<file path="src/rtl/riscv_pkg.sv">
// riscv_pkg -- shared types and constants for the load/store unit.
//   lsu_state_t   : LSU transaction FSM states (IDLE, REQ, WAIT, RESP)
//   access_size_t : decoded access width (byte, halfword, word)
//   F3_*          : funct3 encodings for loads/stores
//   f3_size       : funct3 -> access width; unused encodings decode as word
//   f3_unsigned   : funct3 -> zero-extend flag (LBU/LHU)
package riscv_pkg;

    typedef enum logic [1:0] {
        ST_IDLE = 2'd0,
        ST_REQ  = 2'd1,
        ST_WAIT = 2'd2,
        ST_RESP = 2'd3
    } lsu_state_t;

    typedef enum logic [1:0] {
        SZ_BYTE = 2'd0,
        SZ_HALF = 2'd1,
        SZ_WORD = 2'd2
    } access_size_t;

    localparam logic [2:0] F3_LB  = 3'b000;
    localparam logic [2:0] F3_LH  = 3'b001;
    localparam logic [2:0] F3_LW  = 3'b010;
    localparam logic [2:0] F3_LBU = 3'b100;
    localparam logic [2:0] F3_LHU = 3'b101;

    // Reserved encodings (011, 110, 111) fall through to a word access.
    function automatic access_size_t f3_size(input logic [2:0] f3);
        access_size_t sz;
        case (f3)
            F3_LB, F3_LBU: sz = SZ_BYTE;
            F3_LH, F3_LHU: sz = SZ_HALF;
            default:       sz = SZ_WORD;
        endcase
        return sz;
    endfunction

    function automatic logic f3_unsigned(input logic [2:0] f3);
        return (f3 == F3_LBU) || (f3 == F3_LHU);
    endfunction

endpackage

</file>
<file path="src/rtl/lsu_align.sv">
// lsu_align -- purely combinational lane logic for the LSU.
// Request side (live request inputs):
//   req_funct3, req_offset(addr[1:0]), store_data -> req_be, req_wdata,
//   req_lane (byte offset after forced alignment), req_misalign
//   (only ever 1 when TRAP_EN is set).
// Response side (registered request attributes):
//   rsp_funct3, rsp_lane, rdata -> load_ext (shifted, sign/zero extended).
module lsu_align
    import riscv_pkg::*;
#(
    parameter bit TRAP_EN = 1'b0
) (
    input  logic [2:0]  req_funct3,
    input  logic [1:0]  req_offset,
    input  logic [31:0] store_data,
    output logic [3:0]  req_be,
    output logic [31:0] req_wdata,
    output logic [1:0]  req_lane,
    output logic        req_misalign,
    input  logic [2:0]  rsp_funct3,
    input  logic [1:0]  rsp_lane,
    input  logic [31:0] rdata,
    output logic [31:0] load_ext
);

    access_size_t req_size_s;
    access_size_t rsp_size_s;
    logic         raw_misalign_s;
    logic [31:0]  shifted_s;

    assign req_size_s = f3_size(req_funct3);
    assign rsp_size_s = f3_size(rsp_funct3);

    // Byte enables, replicated write data and the lane actually used.
    // Halfwords keep only addr[1] and words ignore addr[1:0], so a
    // misaligned request that is not trapped lands on an aligned lane.
    always_comb begin
        req_be         = 4'b1111;
        req_wdata      = store_data;
        req_lane       = 2'b00;
        raw_misalign_s = 1'b0;
        case (req_size_s)
            SZ_BYTE: begin
                req_lane  = req_offset;
                req_be    = 4'b0001 << req_offset;
                req_wdata = {4{store_data[7:0]}};
            end
            SZ_HALF: begin
                req_lane       = {req_offset[1], 1'b0};
                req_be         = req_offset[1] ? 4'b1100 : 4'b0011;
                req_wdata      = {2{store_data[15:0]}};
                raw_misalign_s = req_offset[0];
            end
            SZ_WORD: begin
                raw_misalign_s = (req_offset != 2'b00);
            end
            default: begin
                raw_misalign_s = (req_offset != 2'b00);
            end
        endcase
        req_misalign = TRAP_EN & raw_misalign_s;
    end

    assign shifted_s = rdata >> {rsp_lane, 3'b000};

    // Extend the shifted read data from bit 7 or bit 15.
    always_comb begin
        load_ext = shifted_s;
        case (rsp_size_s)
            SZ_BYTE: begin
                load_ext = f3_unsigned(rsp_funct3) ? {24'h000000, shifted_s[7:0]}
                                                   : {{24{shifted_s[7]}}, shifted_s[7:0]};
            end
            SZ_HALF: begin
                load_ext = f3_unsigned(rsp_funct3) ? {16'h0000, shifted_s[15:0]}
                                                   : {{16{shifted_s[15]}}, shifted_s[15:0]};
            end
            SZ_WORD: begin
                load_ext = shifted_s;
            end
            default: begin
                load_ext = shifted_s;
            end
        endcase
    end

endmodule

</file>
<file path="src/rtl/lsu.sv">
// lsu -- single-outstanding load/store unit between execute and a
// request/grant/rvalid data memory port.
// Ports:
//   clk, rst (async, active-high)
//   req_valid/req_ready, is_store, funct3, alu_data, store_data : request
//   mem_req, mem_we, mem_addr (word aligned), mem_be, mem_wdata  : memory request
//   mem_gnt, mem_rvalid, mem_rdata                               : memory response
//   rsp_valid (one-cycle pulse), load_data (held), misalign      : completion
// Build option: define MISALIGN_TRAP_EN to complete misaligned H/HU/W
// requests immediately with misalign=1 and no memory access; otherwise
// misaligned requests are forced to alignment and misalign stays 0.
module lsu
    import riscv_pkg::*;
#(
    parameter int ADDR_W = 32
) (
    input  logic              clk,
    input  logic              rst,
    input  logic              req_valid,
    output logic              req_ready,
    input  logic              is_store,
    input  logic [2:0]        funct3,
    input  logic [ADDR_W-1:0] alu_data,
    input  logic [31:0]       store_data,
    output logic              mem_req,
    output logic              mem_we,
    output logic [ADDR_W-1:0] mem_addr,
    output logic [3:0]        mem_be,
    output logic [31:0]       mem_wdata,
    input  logic              mem_gnt,
    input  logic              mem_rvalid,
    input  logic [31:0]       mem_rdata,
    output logic              rsp_valid,
    output logic [31:0]       load_data,
    output logic              misalign
);

`ifdef MISALIGN_TRAP_EN
    localparam bit TRAP_EN = 1'b1;
`else
    localparam bit TRAP_EN = 1'b0;
`endif

    lsu_state_t        state_r;
    lsu_state_t        state_s;
    logic              accept_s;
    logic              capture_s;
    logic              mem_req_s;
    logic              rsp_valid_s;

    logic [3:0]        req_be_s;
    logic [31:0]       req_wdata_s;
    logic [1:0]        req_lane_s;
    logic              trap_s;
    logic [31:0]       load_ext_s;

    logic [ADDR_W-1:0] addr_r;
    logic [2:0]        funct3_r;
    logic              is_store_r;
    logic [3:0]        be_r;
    logic [31:0]       wdata_r;
    logic [1:0]        lane_r;
    logic [31:0]       load_data_r;
    logic              misalign_r;

    lsu_align #(
        .TRAP_EN     (TRAP_EN)
    ) u_align (
        .req_funct3  (funct3),
        .req_offset  (alu_data[1:0]),
        .store_data  (store_data),
        .req_be      (req_be_s),
        .req_wdata   (req_wdata_s),
        .req_lane    (req_lane_s),
        .req_misalign(trap_s),
        .rsp_funct3  (funct3_r),
        .rsp_lane    (lane_r),
        .rdata       (mem_rdata),
        .load_ext    (load_ext_s)
    );

    // FSM state register.
    always_ff @(posedge clk or posedge rst) begin
        if (rst) begin
            state_r <= ST_IDLE;
        end else begin
            state_r <= state_s;
        end
    end

    // Next-state and Moore output decode; gnt/rvalid only matter in REQ/WAIT.
    always_comb begin
        state_s     = state_r;
        accept_s    = 1'b0;
        capture_s   = 1'b0;
        mem_req_s   = 1'b0;
        rsp_valid_s = 1'b0;
        case (state_r)
            ST_IDLE: begin
                if (req_valid) begin
                    accept_s = 1'b1;
                    state_s  = trap_s ? ST_RESP : ST_REQ;
                end else begin
                    state_s = ST_IDLE;
                end
            end
            ST_REQ: begin
                mem_req_s = 1'b1;
                if (mem_gnt) begin
                    state_s = is_store_r ? ST_RESP : ST_WAIT;
                end else begin
                    state_s = ST_REQ;
                end
            end
            ST_WAIT: begin
                if (mem_rvalid) begin
                    capture_s = 1'b1;
                    state_s   = ST_RESP;
                end else begin
                    state_s = ST_WAIT;
                end
            end
            ST_RESP: begin
                rsp_valid_s = 1'b1;
                state_s     = ST_IDLE;
            end
            default: begin
                state_s = ST_IDLE;
            end
        endcase
    end

    // Request attributes captured on accept; they drive the memory port
    // unchanged for the whole REQ phase and steer the load extension.
    always_ff @(posedge clk or posedge rst) begin
        if (rst) begin
            addr_r     <= {ADDR_W{1'b0}};
            funct3_r   <= 3'b000;
            is_store_r <= 1'b0;
            be_r       <= 4'b0000;
            wdata_r    <= 32'h0000_0000;
            lane_r     <= 2'b00;
        end else if (accept_s) begin
            addr_r     <= {alu_data[ADDR_W-1:2], 2'b00};
            funct3_r   <= funct3;
            is_store_r <= is_store;
            be_r       <= req_be_s;
            wdata_r    <= req_wdata_s;
            lane_r     <= req_lane_s;
        end else begin
            addr_r     <= addr_r;
            funct3_r   <= funct3_r;
            is_store_r <= is_store_r;
            be_r       <= be_r;
            wdata_r    <= wdata_r;
            lane_r     <= lane_r;
        end
    end

    // Load result: updated only by a completing load (a trapped load reads 0).
    always_ff @(posedge clk or posedge rst) begin
        if (rst) begin
            load_data_r <= 32'h0000_0000;
        end else if (capture_s) begin
            load_data_r <= load_ext_s;
        end else if (accept_s && trap_s && !is_store) begin
            load_data_r <= 32'h0000_0000;
        end else begin
            load_data_r <= load_data_r;
        end
    end

    // Misalign flag spans exactly the RESP cycle of a trapped request;
    // it is constant 0 when trapping is not built in.
    always_ff @(posedge clk or posedge rst) begin
        if (rst) begin
            misalign_r <= 1'b0;
        end else if (accept_s) begin
            misalign_r <= trap_s;
        end else if (state_r == ST_RESP) begin
            misalign_r <= 1'b0;
        end else begin
            misalign_r <= misalign_r;
        end
    end

    // req_ready is gated by rst so it reads 0 throughout reset.
    assign req_ready = (state_r == ST_IDLE) & ~rst;
    assign mem_req   = mem_req_s;
    assign mem_we    = mem_req_s & is_store_r;
    assign mem_addr  = addr_r;
    assign mem_be    = be_r;
    assign mem_wdata = wdata_r;
    assign rsp_valid = rsp_valid_s;
    assign load_data = load_data_r;
    assign misalign  = misalign_r;

endmodule

</file>
<file path="config.mk">
export PLATFORM = sky130hd
export DESIGN_NAME = lsu
export DESIGN_NICKNAME = d
export VERILOG_FILES = /design/src/rtl/riscv_pkg.sv /design/src/rtl/lsu_align.sv /design/src/rtl/lsu.sv
export SDC_FILE = /design/constraint.sdc
export NUM_CORES = 1
export LEC_CHECK = 0
export ABC_CLOCK_PERIOD_IN_PS = 7400
export CORE_MARGIN = 2
export CORE_UTILIZATION = 47
export CTS_CLUSTER_SIZE = 20
export DETAILED_ROUTE_END_ITERATION = 8
export PLACE_DENSITY_LB_ADDON = 0.12
export REMOVE_ABC_BUFFERS = 1
export SLEW_MARGIN = 20
export SYNTH_ARGS = -nofsm -noshare
export SYNTH_HDL_FRONTEND = slang
export SYNTH_HIERARCHICAL = 1
export SYNTH_SLANG_ARGS = --single-unit
export TNS_END_PERCENT = 10
</file>
<file path="constraint.sdc">
create_clock -name clk -period 7.4 [get_ports clk]
set_clock_uncertainty 0.15 [all_clocks]
set_input_delay 1.11 -clock clk [delete_from_list [all_inputs] [get_ports clk]]
set_output_delay 1.11 -clock clk [all_outputs]
set_load 0.005 [all_outputs]
</file>
==> impl_results.md <==
- Number of synthesized flops with an enable pin: 0
- Critical Path End Type: output port
- Count leader, synth: dfrtp_1
- Outcome: finished, final reports clean
- Power density of the placed cells: a little under 400 nW/um2
- TritonCTS clock tree: yes
- Final hold violations: 0
- Leading area contributor after synthesis: dfrtp_1
- Hold Path Class: reg2reg
- Clk network pwr share: 0.133
- Int Pwr: slightly below 2000 uW
- Largest net degree at the start of global routing: between 70 and 80
- TritonCTS Buffers: 9
- Syn avg cell area: 12.7 um2
- Setup crit start kind: primary input
- Routed vias: between 4000 and 5000
- Sequential share of the synthesized area: 0.512
- Top_reg_cell synth: dfrtp_1
- Setup_tns: 0 ns
- Wire per inst: approximately 18 um
- R2R Path Start: lane_r[0]
- Starting Density: 0.482
- Crit. path cell count: 3
- First-pass GRT wire length: between 20 and 25 mm
- Initial antenna violation count: 0
- DR DRC count: 0
- Clock Sink Count: about 110
- CTS resizes: 0
- Crit share post-route: 0.476
- Total number of H-tree levels: 3
- Port bufs: 207
- Arr. time, crit path: ~2.3 ns
- Final Critical Period: roughly 3.5 ns
- Worst path max stage delay: approximately 0.54 ns
- Worst path required time: between 6 and 7 ns
- # setup viols final: 0
- Post-synth top area share: 0.512
- Maximum VDD drop: roughly 200 uV
- Die height: around 110 um
- Diode count: 0
- Slowest CP cell: clkdlybuf4s50_1
- DP Area: 7280 um2
- Sw Ratio: 0.325
- Synth unique cells: 36
- Worst R2R Path Depth: 5
- Max-cap violations: 0
- Vias/cell: about 5.4
- Fmax: roughly 0.28 GHz
- Vias in the first global route: 4141
- Die area: 12000 um2
- Root Driver: clkbuf_8
- Max-slew violations: 0
- Clk slew on worst S/H paths: roughly 0.1 ns
- Top cells by area, synth: dfrtp_1 51%, mux2_1 10%, mux2_2 9.0%
- Hpwl dp: 9.44 mm
- Hold Path Depth: 1
- Number of nets in the layout: around 700
- Yosys Warn Count: 6
- R2r endpoint: load_data[17]
- Final Util: 0.692
- Sequential Power Share: 0.368
- Maximum buffer depth of the clock tree: 2
- WHS Endpoint: mem_wdata[0]
- Layout area overhead: 43.5%
- Clock latency at the later pin of the worst-skew pair: between 0.3 and 0.4 ns
- Multi-input gate area: approximately 2300 um2
- Max_slew headroom: 0.368
- Combinational fraction of design power: 0.499
- Row count: 38
- Fin area: roughly 7500 um2
- Worst reg2reg setup slack: roughly 5.0 ns
- Actual slew at the worst max-slew pin: between 0.9 and 1 ns
- Layout cell share with drive strength beyond 1: 0.136
- Core area: 10800 um2
- Detail Route Antenna Nets: 0
- Hold Crit Start: mem_wdata[0]
- First drt pass iteration count: 4
- Crit-path cells: clkdlybuf4s50_1 > nor3_1 > clkdlybuf4s50_1
- Post-CTS Hold Fix Bufs: 0
- Total net switching power: roughly 940 uW
- Drt first-iter violations: ~210
- Pwr Total: a little under 3000 uW
- CP bufs+invs: 2
- Post-synth design cell area: between 5000 and 6000 um2
- Crit path max-delay family: buffers and inverters
- RSZ-0062 raised after global routing: false
- Most frequent CP cell: clkdlybuf4s50_1
- Worst Path Max Fanout: 2
- Register area: 2680 um2
- Post-synth top cells: 107 x dfrtp_1, 47 x mux2_1, 42 x mux2_2
- P_leak: about 0.003 uW
- Final WL: 13.4 mm
- Post-CTS setup buffers: 0
- Syn Inst Count: around 410
- GP Congestion: approximately 0.80
- Fillers: just under 900
- Die extent in x: 109 um
- # IOs: 210
- GRT Total Usage: 0.225
- Setup Crit Path Kind: in2out
- Asr flop ratio synth: 1.00
- GRT Residual Overflow: 0
- #FFs+latches synth: approximately 110
-- sequential cells by signal (all words and copies together) (netlist names) --
name	flops
is_store_r	1
mem_wdata	32
load_data	32
misalign	1
lane_r	2
mem_be	4
state_r	2
funct3_r	3
mem_addr	30
-- worst max-delay path by stage --
stage                     slack (ns)            end  startpoint
after detailed placement        3.88  mem_wdata[15]   funct3[0]
after floorplan                 2.62   mem_addr[10]   req_valid
after global routing            3.84      req_ready         rst
final                           3.88      req_ready         rst
after global placement          3.88      req_ready         rst
after CTS                       3.88      req_ready         rst
-- metrics by stage --
stage	setup slack, ns	hold slack, ns	cells
2_1_floorplan	2.62	0.313	375
3_3_place_gp	3.88	0.318	727
3_5_place_dp	3.88	0.328	727
4_1_cts	3.88	0.347	743
5_1_grt	3.84	0.362	744
6_report	3.88	0.345	744
-- worst register-to-register path: stages (launching register included) --
cell      delay (ns)
dfrtp_1         0.63
buf_4           0.34
or2_2           0.34
o221ai_4        0.44
o22ai_1         0.16
a22o_1          0.24
-- metal layers --
layer / wire length (um) / track usage / up-vias
met5: 0 / 0 / -
met4: 148 / 0.0678 / 0
met3: 1280 / 0.0717 / 13
met2: 6740 / 0.377 / 144
met1: 5260 / 0.279 / 1988
li1: - / - / 1869
-- power by group through the flow --
stage          logic, uW  clock network (uW)  registers, uW
2_1_floorplan        642                   0           1080
3_3_place_gp        1430                   0           1070
3_5_place_dp        1450                   0           1080
4_1_cts             1460                 398           1070
5_1_grt             1570                 420           1110
6_report            1450                 387           1070
-- layout make-up --
| cell class | count | area share |
|---|---|---|
| Multi-Input combinational cell | 266 | 0.307 |
| Sequential cell | 107 | 0.357 |
| Inverter | 2 | 0.00133 |
| Timing Repair Buffer | 213 | 0.283 |
| Clock buffer | 11 | 0.0175 |
| Tap cell | 140 | 0.0233 |
| Clock inverter | 5 | 0.0103 |
-- cells by family after synthesis --
logic type / Yosys count / synth area share
muxes: 115 / 0.243
AOI/OAI and AO/OA: 94 / 0.134
other: 2 / 0.00144
and+or+nand+nor: 53 / 0.0577
buffers and inverters: 41 / 0.0491
DFF: 107 / 0.512
xor gates and xnor gates: 1 / 0.00168
-- placed cells by master (no fill, tap or decap), drive strengths merged, types with 4 or more instances in the layout --
| cell | n |
|---|---|
| a22o | 32 |
| dfrtp | 107 |
| nor2 | 9 |
| o22ai | 8 |
| nor2b | 11 |
| o2bb2ai | 8 |
| mux2 | 91 |
| clkdlybuf4s50 | 207 |
| a211oi | 7 |
| clkbuf | 11 |
| or2 | 9 |
| o21ai | 10 |
| nand2 | 12 |
| mux2i | 24 |
| a21oi | 23 |
| nand2b | 4 |
| buf | 6 |
(Power assumes the default switching activity.)
==> variant, RTL diff (config.mk and constraints unchanged) <==
The 4 states of `lsu_state_t` get a Gray code encoding in 2 bits.
--- a/src/rtl/riscv_pkg.sv
+++ b/src/rtl/riscv_pkg.sv
@@ -8,8 +8,8 @@
 
     typedef enum logic [1:0] {
-        ST_IDLE = 2'd0,
-        ST_REQ  = 2'd1,
-        ST_WAIT = 2'd2,
-        ST_RESP = 2'd3
+        ST_IDLE = 2'b00,
+        ST_REQ  = 2'b01,
+        ST_WAIT = 2'b11,
+        ST_RESP = 2'b10
     } lsu_state_t;
 
Behaviour: no difference found for any inputs over 4 cycles, from zero or initial values and one cycle with rst high; so few cycles prove little.
==> variant against the unedited design <==
Sequential share of layout area grew 0.16 points; wire length shrank 1.5%; via count up 0.95%; clock power shrank 19%; cell area fell by 0.48%; setup slack gained 0.018 ns; synthesized area up 1.1%; final cell count rose by 0.13%; power is 4.0% lower; non-clock buffer count rose by 1; sequential cell count stayed put; largest cell class unchanged; largest power group unchanged.
==> variant: results (changes against the unedited design) <==
| Metric | Value |
|---|---|
| First-pass GRT wire length | `20.87 mm (about the same)` |
| Synth top cells by count | `dfrtp_1, mux2_2, a22o_1, mux2i_1, a21oi_1` |
| Clock root cell | `clkbuf_8` |
| Vias after detailed routing | `4052 (+0.95%)` |
| Register area share after synthesis | `0.5070 (-0.005341)` |
| Synth Area in Adders | `0 (unchanged)` |
| Clock Path Buffers | `2 (unchanged)` |
| Async SR Flop Fraction | `1.000 (unchanged)` |
| Mux contribution to synthesized area | `0.2409 (-0.002538)` |
| DR iter-0 viols | `147 (-29%)` |
| Max H-tree Level | `3 (unchanged)` |
| Slew HR | `0.2784 (-0.08974)` |
| Clock Latency Late Sink | `0.35 ns` |
| Hold crit path type | `reg2reg` |
| Final net count | `709 (+0.71%)` |
| Yosys warns | `6 (unchanged)` |
| Post-CTS setup buffers | `0 (unchanged)` |
| Post-synth cell types | `38 (+5.6%)` |
| Total Routing Usage GR | `0.2229 (-0.002286)` |
| Ranking of synthesized cells by area | `dfrtp_1, mux2_2, a22o_1, mux2i_1, buf_4` |
| Drt pass-1 iters | `4 (unchanged)` |
| Layout cells sized above 1 | `0.1983 (+0.06259)` |
| ANT cells | `0 (unchanged)` |
| P_sw | `0.0008968 W (-5.1%)` |
| CTS clk-pin slew, worst paths | `0.08 ns (-0.02 ns)` |
| Avg WL per Cell | `17.75 um (-1.7%)` |
| Worst IR Drop VDD | `0.0002139 V (+8.9%)` |
| Initial antenna violation count | `0 (unchanged)` |
| Port bufs | `207 (unchanged)` |
| Synth Area in XOR/XNOR | `0.001658 (-0.00001747)` |
| Max Fanout on Critical Path | `2 (unchanged)` |
| Compound-gate portion of the synthesized area | `0.1339 (-0.0004524)` |
| Fill cells | `854 (-2.8%)` |
| Largest net degree at the start of global routing | `61 (-20%)` |
| PostCTS Resize Cnt | `0 (unchanged)` |
| Leakage | `3.068 nW (-0.69%)` |
| TritonCTS buffer count | `9 (unchanged)` |
| Status | `finished, final reports clean` |
| Gpl congestion | `0.7517 (-6.4%)` |
| Post-DP HPWL | `9.336 mm (-1.1%)` |
==> variant: cell types whose count changed after synthesis, moves of 2 or more <==
cell	delta
mux2_1	-40
mux2_2	+40
buf_6	+5
buf_4	-4
clkbuf_1	+3
buf_2	-2
nor2b_1	+2
o21ai_0	+2
==> variant: cell type report <==
type	instances	area, um^2	area share
flip-flops and latches	107	2678	0.3586
multi-input cells	269	2320	0.3107
repair buffers	214	2125	0.2846
well taps	140	175.2	0.02346
clock buffers	12	155.1	0.02078
inverters	3	13.76	0.001843
==> variant: through the flow <==
step | total power, W | hold WS, ns | instance area [um^2] | worst slack, ns | std cells
floorplan | 0.001713 | 0.3329 | 5009 | 3.323 | 379
global placement | 0.002454 | 0.3162 | 7311 | 3.894 | 733
detailed placement | 0.002492 | 0.3284 | 7311 | 3.884 | 733
CTS | 0.002818 | 0.3490 | 7466 | 3.883 | 745
global route | 0.002977 | 0.3582 | 7466 | 3.843 | 745
finish | 0.002787 | 0.3424 | 7466 | 3.895 | 745
==> variant: cell families after synthesis <==
kind of cell / count (synthesis)
flops: 107
simple gates: 55
buf+inv: 44
compound gates: 95
mux: 115
xor+xnor: 1
other cells: 2
==> variant: final timing paths <==
kind                               from       endpoint  slack (ns)  cells past startpoint
min                        mem_addr[12]   mem_addr[12]        0.34                      1
max reg2reg                   lane_r[1]  load_data[12]        4.86                      4
min in group asynchronous           rst   mem_addr[20]        1.04                      2
max in group asynchronous           rst   mem_addr[21]        4.86                      3
max                                 rst      req_ready        3.89                      3
min reg2reg                mem_addr[12]   mem_addr[12]        0.34                      1
==> variant: worst max-delay path: stages <==
cell and delay, ns:
clkdlybuf4s50_1 0.46, nor3_1 0.15, clkdlybuf4s50_1 0.53
==> variant: power groups by stage <==
stage                     Sequential (W)  Clock (W)  Combinational (W)
after detailed placement         0.00106          0            0.00143
after CTS                        0.00105   0.000326            0.00144
after global placement           0.00105          0            0.00141
after global routing             0.00109   0.000346            0.00154
after floorplan                  0.00107          0           0.000643
final                            0.00105   0.000315            0.00142
==> variant: routing by layer <==
layer	part of all wire	vias up	wire length (um)	GRT usage
met5	0	-	0	0
met4	0.013	0	169	0.06962
met3	0.11	16	1404	0.08054
met2	0.47	183	6273	0.3510
met1	0.41	1976	5378	0.2877
li1	-	1877	-	-
